### config.mk
export PLATFORM = sky130hd
export DESIGN_NAME = tsc_buf_rx
export DESIGN_NICKNAME = d
export VERILOG_FILES = /design/src/rtl/tsc_buf_rx.sv
export SDC_FILE = /design/constraint.sdc
export NUM_CORES = 1
export LEC_CHECK = 0
export CAP_MARGIN = 20
export CORE_ASPECT_RATIO = 2
export CORE_MARGIN = 5
export CORE_UTILIZATION = 34
export DETAILED_ROUTE_END_ITERATION = 6
export PLACE_DENSITY = 0.6
export SYNTH_ARGS = -nofsm -noshare
export SYNTH_HDL_FRONTEND = slang
export SYNTH_SLANG_ARGS = --single-unit
### constraint.sdc
create_clock -name clk -period 2.3 [get_ports clk]
set_clock_uncertainty 0.15 [all_clocks]
set_input_delay 0.345 -clock clk [delete_from_list [all_inputs] [get_ports clk]]
set_output_delay 0.345 -clock clk [all_outputs]
set_load 0.1 [all_outputs]
### src/rtl/tsc_buf_rx.sv
// Receive-side buffer for a trigger/serial capture unit: arms on request, asks the
// capture unit for its buffer on the next trigger rise, stores the streamed bytes.
//
// state | meaning
// IDLE  | waiting for arm; results of the last transfer held
// ARMED | waiting for a rising edge on trd
// REQ   | one-cycle sbf request to the capture unit
// RECV  | storing strobed bytes until cd or idle timeout
// FIN   | one-cycle done pulse
module tsc_buf_rx #(
  parameter int DEPTH   = 32,
  parameter int AW      = 5,
  parameter int TIMEOUT = 1024
) (
  input  logic          clk,
  input  logic          rst,
  input  logic          arm,
  input  logic          trd,
  output logic          sbf,
  input  logic [8:0]    sd,
  input  logic          cd,
  input  logic [AW-1:0] rd_addr,
  output logic [7:0]    rd_data,
  output logic [AW:0]   byte_cnt,
  output logic          busy,
  output logic          done,
  output logic          ovf,
  output logic          tmo
);

  localparam int            TW    = (TIMEOUT > 1) ? $clog2(TIMEOUT) : 1;
  localparam logic [TW-1:0] TLOAD = TW'(TIMEOUT - 1);
  localparam logic [AW:0]   FULL  = (AW + 1)'(DEPTH);

  typedef enum logic [2:0] {
    S_IDLE  = 3'd0,
    S_ARMED = 3'd1,
    S_REQ   = 3'd2,
    S_RECV  = 3'd3,
    S_FIN   = 3'd4
  } state_t;

  state_t        state;
  state_t        state_nxt;
  logic          trd_q;
  logic [TW-1:0] tcnt;
  logic [7:0]    mem [DEPTH];

  logic strobe;
  logic trd_rise;
  logic full;
  logic wr_en;
  logic tc_hit;

  assign strobe   = sd[8];
  assign trd_rise = trd & ~trd_q;
  assign full     = (byte_cnt == FULL);
  assign wr_en    = (state == S_RECV) && strobe && !full;
  // Idle-cycle down-counter reaches terminal count with nothing arriving this cycle
  assign tc_hit   = (state == S_RECV) && !strobe && !cd && (tcnt == '0);

  always_ff @(posedge clk) begin
    if (rst) state <= S_IDLE;
    else     state <= state_nxt;
  end

  always_comb begin
    state_nxt = state;
    case (state)
      S_IDLE:  if (arm)      state_nxt = S_ARMED;
      S_ARMED: if (trd_rise) state_nxt = S_REQ;
      S_REQ:                 state_nxt = S_RECV;
      S_RECV:  if (cd || tc_hit) state_nxt = S_FIN;
      S_FIN:                 state_nxt = S_IDLE;
      default:               state_nxt = S_IDLE;
    endcase
  end

  always_comb begin
    sbf  = (state == S_REQ);
    done = (state == S_FIN);
    busy = (state == S_ARMED) || (state == S_REQ) || (state == S_RECV);
  end

  // trd history runs in every state so a level already high at arm needs a fresh rise
  always_ff @(posedge clk) begin
    if (rst) trd_q <= 1'b0;
    else     trd_q <= trd;
  end

  always_ff @(posedge clk) begin
    if (rst) begin
      byte_cnt <= '0;
      ovf      <= 1'b0;
      tmo      <= 1'b0;
      tcnt     <= '0;
    end else begin
      case (state)
        S_IDLE: begin
          if (arm) begin
            byte_cnt <= '0;
            ovf      <= 1'b0;
            tmo      <= 1'b0;
          end
        end
        S_REQ: tcnt <= TLOAD;
        S_RECV: begin
          if (strobe) begin
            if (!full) byte_cnt <= byte_cnt + 1'b1;
            else       ovf      <= 1'b1;
          end
          if (strobe || cd)    tcnt <= TLOAD;
          else if (tcnt != '0) tcnt <= tcnt - 1'b1;
          else                 tmo  <= 1'b1;
        end
        default: ;
      endcase
    end
  end

  // Buffer is deliberately left out of reset so a capture survives a controller reset
  always_ff @(posedge clk) begin
    if (wr_en) mem[byte_cnt[AW-1:0]] <= sd[7:0];
  end

  always_ff @(posedge clk) begin
    if (rst) rd_data <= 8'h00;
    else     rd_data <= mem[rd_addr];
  end

endmodule

# ---- Word-level counts from Yosys, hierarchy flattened
# Memory sizes are Yosys's and may differ from the RTL's. A register that Yosys moved wholly into a read port is not among the register bits.
# Index checks and enable logic that the tools add are counted.
dict set report totals {
  reg_bits 22
  ram_bits 256
  inputBits 19
  out_inout_bits 19
  elab_cells 67
  n_memories 1
}
# memory words word_bits read_ports rd_clocked_by_memory_dff wr line
set memory_table {}
lappend memory_table {mem 32 8 1 1 1 47} ;# logic [7:0] mem [DEPTH];
dict set report classes {
  add_sub_neg 2
  n_eq_ne 14
  muxes 20
  bitwise_logic 2
  reduce_logical 22
}
# cell count
set op_table {}
lappend op_table {{$mux W10} 2}
lappend op_table {{$pmux W10 S2} 1}
lappend op_table {{$mux W6} 3}
lappend op_table {{$ne A2 B2 Y1 const B} 8}
lappend op_table {{$pmux W3 S4} 1}
lappend op_table {{$pmux W6 S2} 1}
lappend op_table {{$reduce_and A4 Y1} 3}
lappend op_table {{$logic_not A10 Y1} 1}
lappend op_table {{$reduce_bool A10 Y1} 1}
lappend op_table {{$sub A10 B1 Y10 const B} 1}
lappend op_table {{$mux W3} 3}
lappend op_table {{$mux W1} 7}
lappend op_table {{$add A6 B1 Y6 const B} 1}
lappend op_table {{$eq A3 B2 Y1 const B} 2}
lappend op_table {{$eq A6 B6 Y1 const B} 1}
lappend op_table {{$logic_and A1 B1 Y1} 5}
lappend op_table {{$logic_or A1 B1 Y1} 4}
lappend op_table {{$pmux W1 S2} 2}
lappend op_table {{$reduce_bool A2 Y1} 2}
lappend op_table {{$eq A3 B1 Y1 const B} 1}
lappend op_table {{$eq A3 B3 Y1 const B} 1}
lappend op_table {{$logic_not A1 Y1} 3}
lappend op_table {{$logic_not A3 Y1} 1}
lappend op_table {{$ne A3 B1 Y1 const B} 1}
lappend op_table {{other kinds (4)} 4}

# ---- Depth between registers and ports, before layout
dict set report logic_depth {
  ltp_word 7
  mapped_depth 7
  depth_no_buf 7
}

# ---- Least setup slack after synthesis
# No wires, ideal clock.
dict set report synth_path {
  kind {reg-to-output}
  from {reg state[2]}
  to {out done}
  t_arrival_ps 2846
  required_ps 1805
  path_slack_ps -1041
  path_stages_with_launch 4
  n_path_buf 1
  path_cell_list {dfxtp_1 -> clkbuf_1 -> inv_1 -> nor3_1}
}
dict set report synth_via {
  elab_chain_cells 1
}
# item line
set synth_rtl {}
lappend synth_rtl {{from (decl)} 43} ;# state_t state;
lappend synth_rtl {{from (signal assigned)} 64} ;# else state <= state_nxt;
lappend synth_rtl {{$eq A3 B3 Y1} 81} ;# done = (state == S_FIN);
lappend synth_rtl {{to (decl)} 26} ;# output logic done,
# Every way passes these cells.

# ---- Worst setup path after layout
dict set report layout_path {
  from {reg byte_cnt[0]}
  to {mem mem[25][1], enable pin}
}
dict set report layout_via {
  elab_chain_cells 5
}
# item line
set layout_rtl {}
lappend layout_rtl {{from (decl)} 24} ;# output logic [AW:0] byte_cnt,
lappend layout_rtl {{from (signal assigned)} 109} ;# if (!full) byte_cnt <= byte_cnt + 1'b1;
lappend layout_rtl {{$eq A6 B6 Y1} 57} ;# assign full = (byte_cnt == FULL);
lappend layout_rtl {{$logic_not A1 Y1} n/a}
lappend layout_rtl {{$logic_and A1 B1 Y1} 58} ;# assign wr_en = (state == S_RECV) && strobe && !full;
lappend layout_rtl {{$mux W1} 123} ;# if (wr_en) mem[byte_cnt[AW-1:0]] <= sd[7:0];
lappend layout_rtl {{$mux W1 (implied by the code)} 123}
lappend layout_rtl {{to (decl)} 47}
# Parallel ways exist; a longest one is shown, timed or not.

==> impl_metrics.py <==
metrics = {
    "timing": {
        "timing.final.ws_setup_ns": 0.0989,
        "worst_hold_slack_ns": 0.279,
        "hold_violations": 0,
        "fmax_mhz": 454,
        "rsz0062_at_grt": "true",
        "slew_violations": 0,
        "fin_crit_ns": 2.20,
        "finalCritPeriodShare_pct": 95.7,
        "setup-violations-final": 0,
        "tightest_slew_ns": 0.672,
        "slew_headroom_pct": 55.1,
    },
    "routing": {
        "ant_nets": 0,
        "routed_wl_um": 25700,
        "num_vias": 5621,
        "first_iter_violations": 374,
        "dr.pass1.iters": 5,
        "wl_per_cell_um": 22.9,
        "drcViolationCount": 0,
        "avgViaCountPerCell": 5.02,
    },
    "clock_tree": {
        "clock_path_buffers": 3,
        "clock_latency_ns": 0.52,
        "numCtsBuffers": 25,
        "cts.htree.levels": 1,
        "clk_pin_slew_ns": 0.07,
        "cts-root-buf": "clkbuf_16",
        "clkSinkCount": 286,
        "cts_setup_buffers": 0,
        "cts_tree": "done",
    },
    "die": {
        "dieHeight_um": 268,
        "start_util_pct": 34.4,
        "design.core.area_mm2": 0.0329,
        "die_width_um": 139,
        "die_area_mm2": 0.0373,
        "ios": 38,
        "floorplan.rows": 94,
    },
    "worst_setup_path": {
        "crit_fanout": 8,
        "rr_startpoint": "byte_cnt[0]",
        "critPathKind": "reg -> reg",
        "worstPathRequired_ns": 2.36,
        "worstSetupEndpointType": "register",
        "crit_start": "byte_cnt[0]",
        "reg2reg_slack_ns": 0.1,
        "ff2ff_path_depth": 8,
        "startpoint_type": "register",
        "r2r_end": "mem[25][1]",
        "arrival_ns": 2.26,
    },
    "synth": {
        "ys_warn_count": 0,
        "yosys.cell_types.count": 43,
        "ys.flop_type": "edfxtp_1",
        "synth-seq-cells": 286,
        "syn_area_mm2": 0.0113,
        "synth-edff-count": 256,
        "avgSynthCellArea_um2": 18.9,
        "ys_seq_area_share_pct": 73.1,
        "async_reset_ff_share_pct": 0,
        "synth_nets": 623,
        "postSynthCellCount": 599,
    },
    "run_status": {
        "outcome": "completed",
    },
    "final_layout": {
        "drive_gt1_share_pct": 32.7,
        "antenna_cells": 0,
        "syn_to_final_growth_pct": 19.7,
        "nets": 695,
        "fin_cells": 1120,
    },
    "grt": {
        "grt.total_usage_pct": 13.9,
        "antenna_found_initial": 0,
        "grt_pass1_wl_um": 38800,
        "grt_overflow": 0,
        "first_global_vias": 6219,
        "grt_max_degree": 44,
    },
    "power_and_ir_drop": {
        "power_density_mw_per_mm2": 801,
        "peakVddDrop_uv": 639,
        "p_leak_nw": 4.29,
    },
    "run": {
        "maxCapViolations": 0,
    },
    "placed_design": {
        "placed_cells": 1076,
        "hpwl_um": 18100,
        "portBuffers": 37,
        "place_congestion": 0.788,
        "post-place-ws_ns": -0.0779,
    },
    "worst_hold_path": {
        "holdCritPathClass": "in -> reg",
        "hp-start": "trd",
        "holdPathStages": 2,
        "hold_end": "trd_q",
    },
}
## power breakdown
part | switching [mW] | internal [mW]
clock network | 1.80 | 2.46
registers | 0.0372 | 5.69
logic | 0.543 | 0.340
total | 2.38 | 8.49
## worst max-delay path by stage
stage,endpoint,slack (ns)
detailed placement,mem[5][0],-0.08
global route,mem[2][0],-0.01
CTS,mem[5][7],0.05
global placement,mem[6][5],-0.007
floorplan,done,-0.20
finish,mem[25][1],0.1
## through the flow
stage | power, mW | util (%) | TNS, ns | area [um2]
after floorplan | 6.41 | - | -14.37 | 11700
after global placement | 6.71 | 38.7 | -0.0618 | 12700
after detailed placement | 6.73 | 38.7 | -5.83 | 12700
after global routing | 11.2 | 41.2 | -0.143 | 13600
final | 10.9 | 41.2 | 0 | 13600
after CTS | 11.0 | 41.2 | 0 | 13600
## critical path, stage by stage, from the launching register on
cell and delay, ns:
dfxtp_4 0.39, inv_2 0.05, ha_2 0.20, nand2_2 0.10, nor2_2 0.06, nor3b_4 0.25, buf_4 0.18, nand2_4 0.18
nor2_4 0.30
## cell families (layout without fill, tap and decap cells)
family                     after synthesis  after routing  synth area share [%]
DFF                                    286            286                  73.1
muxes                                   94             94                  15.4
adders and majority gates                5              5                 0.552
xor gates and xnor gates                13             13                  1.00
buffers and inverters                   39            128                  1.92
and+or+nand+nor                        113            113                  4.72
AOI/OAI and AO/OA                       49             49                  3.30
## cells in the mapped netlist (all sizes together) (2+ instances only)
| cell type | count | area [um2] |
|---|---|---|
| mux4 | 64 | 1440 |
| or3 | 2 | 12.5 |
| mux2 | 8 | 90.1 |
| a211oi | 4 | 30.0 |
| mux2i | 22 | 220 |
| dfxtp | 30 | 601 |
| nor4 | 6 | 43.8 |
| nor2b | 5 | 31.3 |
| inv | 8 | 30.0 |
| o21ai | 2 | 10.0 |
| xor2 | 2 | 17.5 |
| or3b | 3 | 26.3 |
| nand3b | 4 | 30.0 |
| a22oi | 3 | 22.5 |
| ha | 5 | 62.6 |
| a21oi | 23 | 115 |
| edfxtp | 256 | 7690 |
| clkbuf | 7 | 26.3 |
| nor3 | 6 | 30.0 |
| buf | 24 | 161 |
| xnor2 | 11 | 96.3 |
| nand2 | 15 | 56.3 |
| a31oi | 3 | 18.8 |
| nand3 | 6 | 30.0 |
| o2111ai | 2 | 35.0 |
| nor2 | 60 | 225 |
| a221o | 8 | 80.1 |
## metal layers
layer	wire [um]	global-route usage, %	vias up
met5	0	0	-
met4	971	5.64	0
met3	844	1.57	43
met2	15500	29.2	126
met1	8360	13.2	2907
li1	-	-	2545
## state kept, by name, indices dropped and copies added (netlist names)
register and count:
rd_data 8, trd_q 1, tmo 1, tcnt 10, byte_cnt 6, mem 256
ovf 1, state 3
## placed cells by master, fill, tap and decap left out, types with 12 or more instances in the layout
cell type,count
buf_12,12
nor2_1,26
nor2_4,30
edfxtp_1,256
mux4_2,64
clkdlybuf4s50_1,15
dfxtp_1,25
a21oi_1,23
mux2i_1,22
buf_4,47
clkbuf_16,25
## final cells by class
cell class / count / area, um2
clock inverters: 15 / 188
repair buffers: 76 / 753
flip-flops and latches: 286 / 8310
fillers: 2963 / 19400
well taps: 432 / 541
multi-input cells: 274 / 3110
clock buffers: 29 / 641
inverters: 8 / 30.0
## timing repair
item	CTS	global route
hold buffers	0	0
resized for setup	0	0
endpoints found under the setup margin	0	48
No activity file was read; power rests on OpenSTA's default activity.
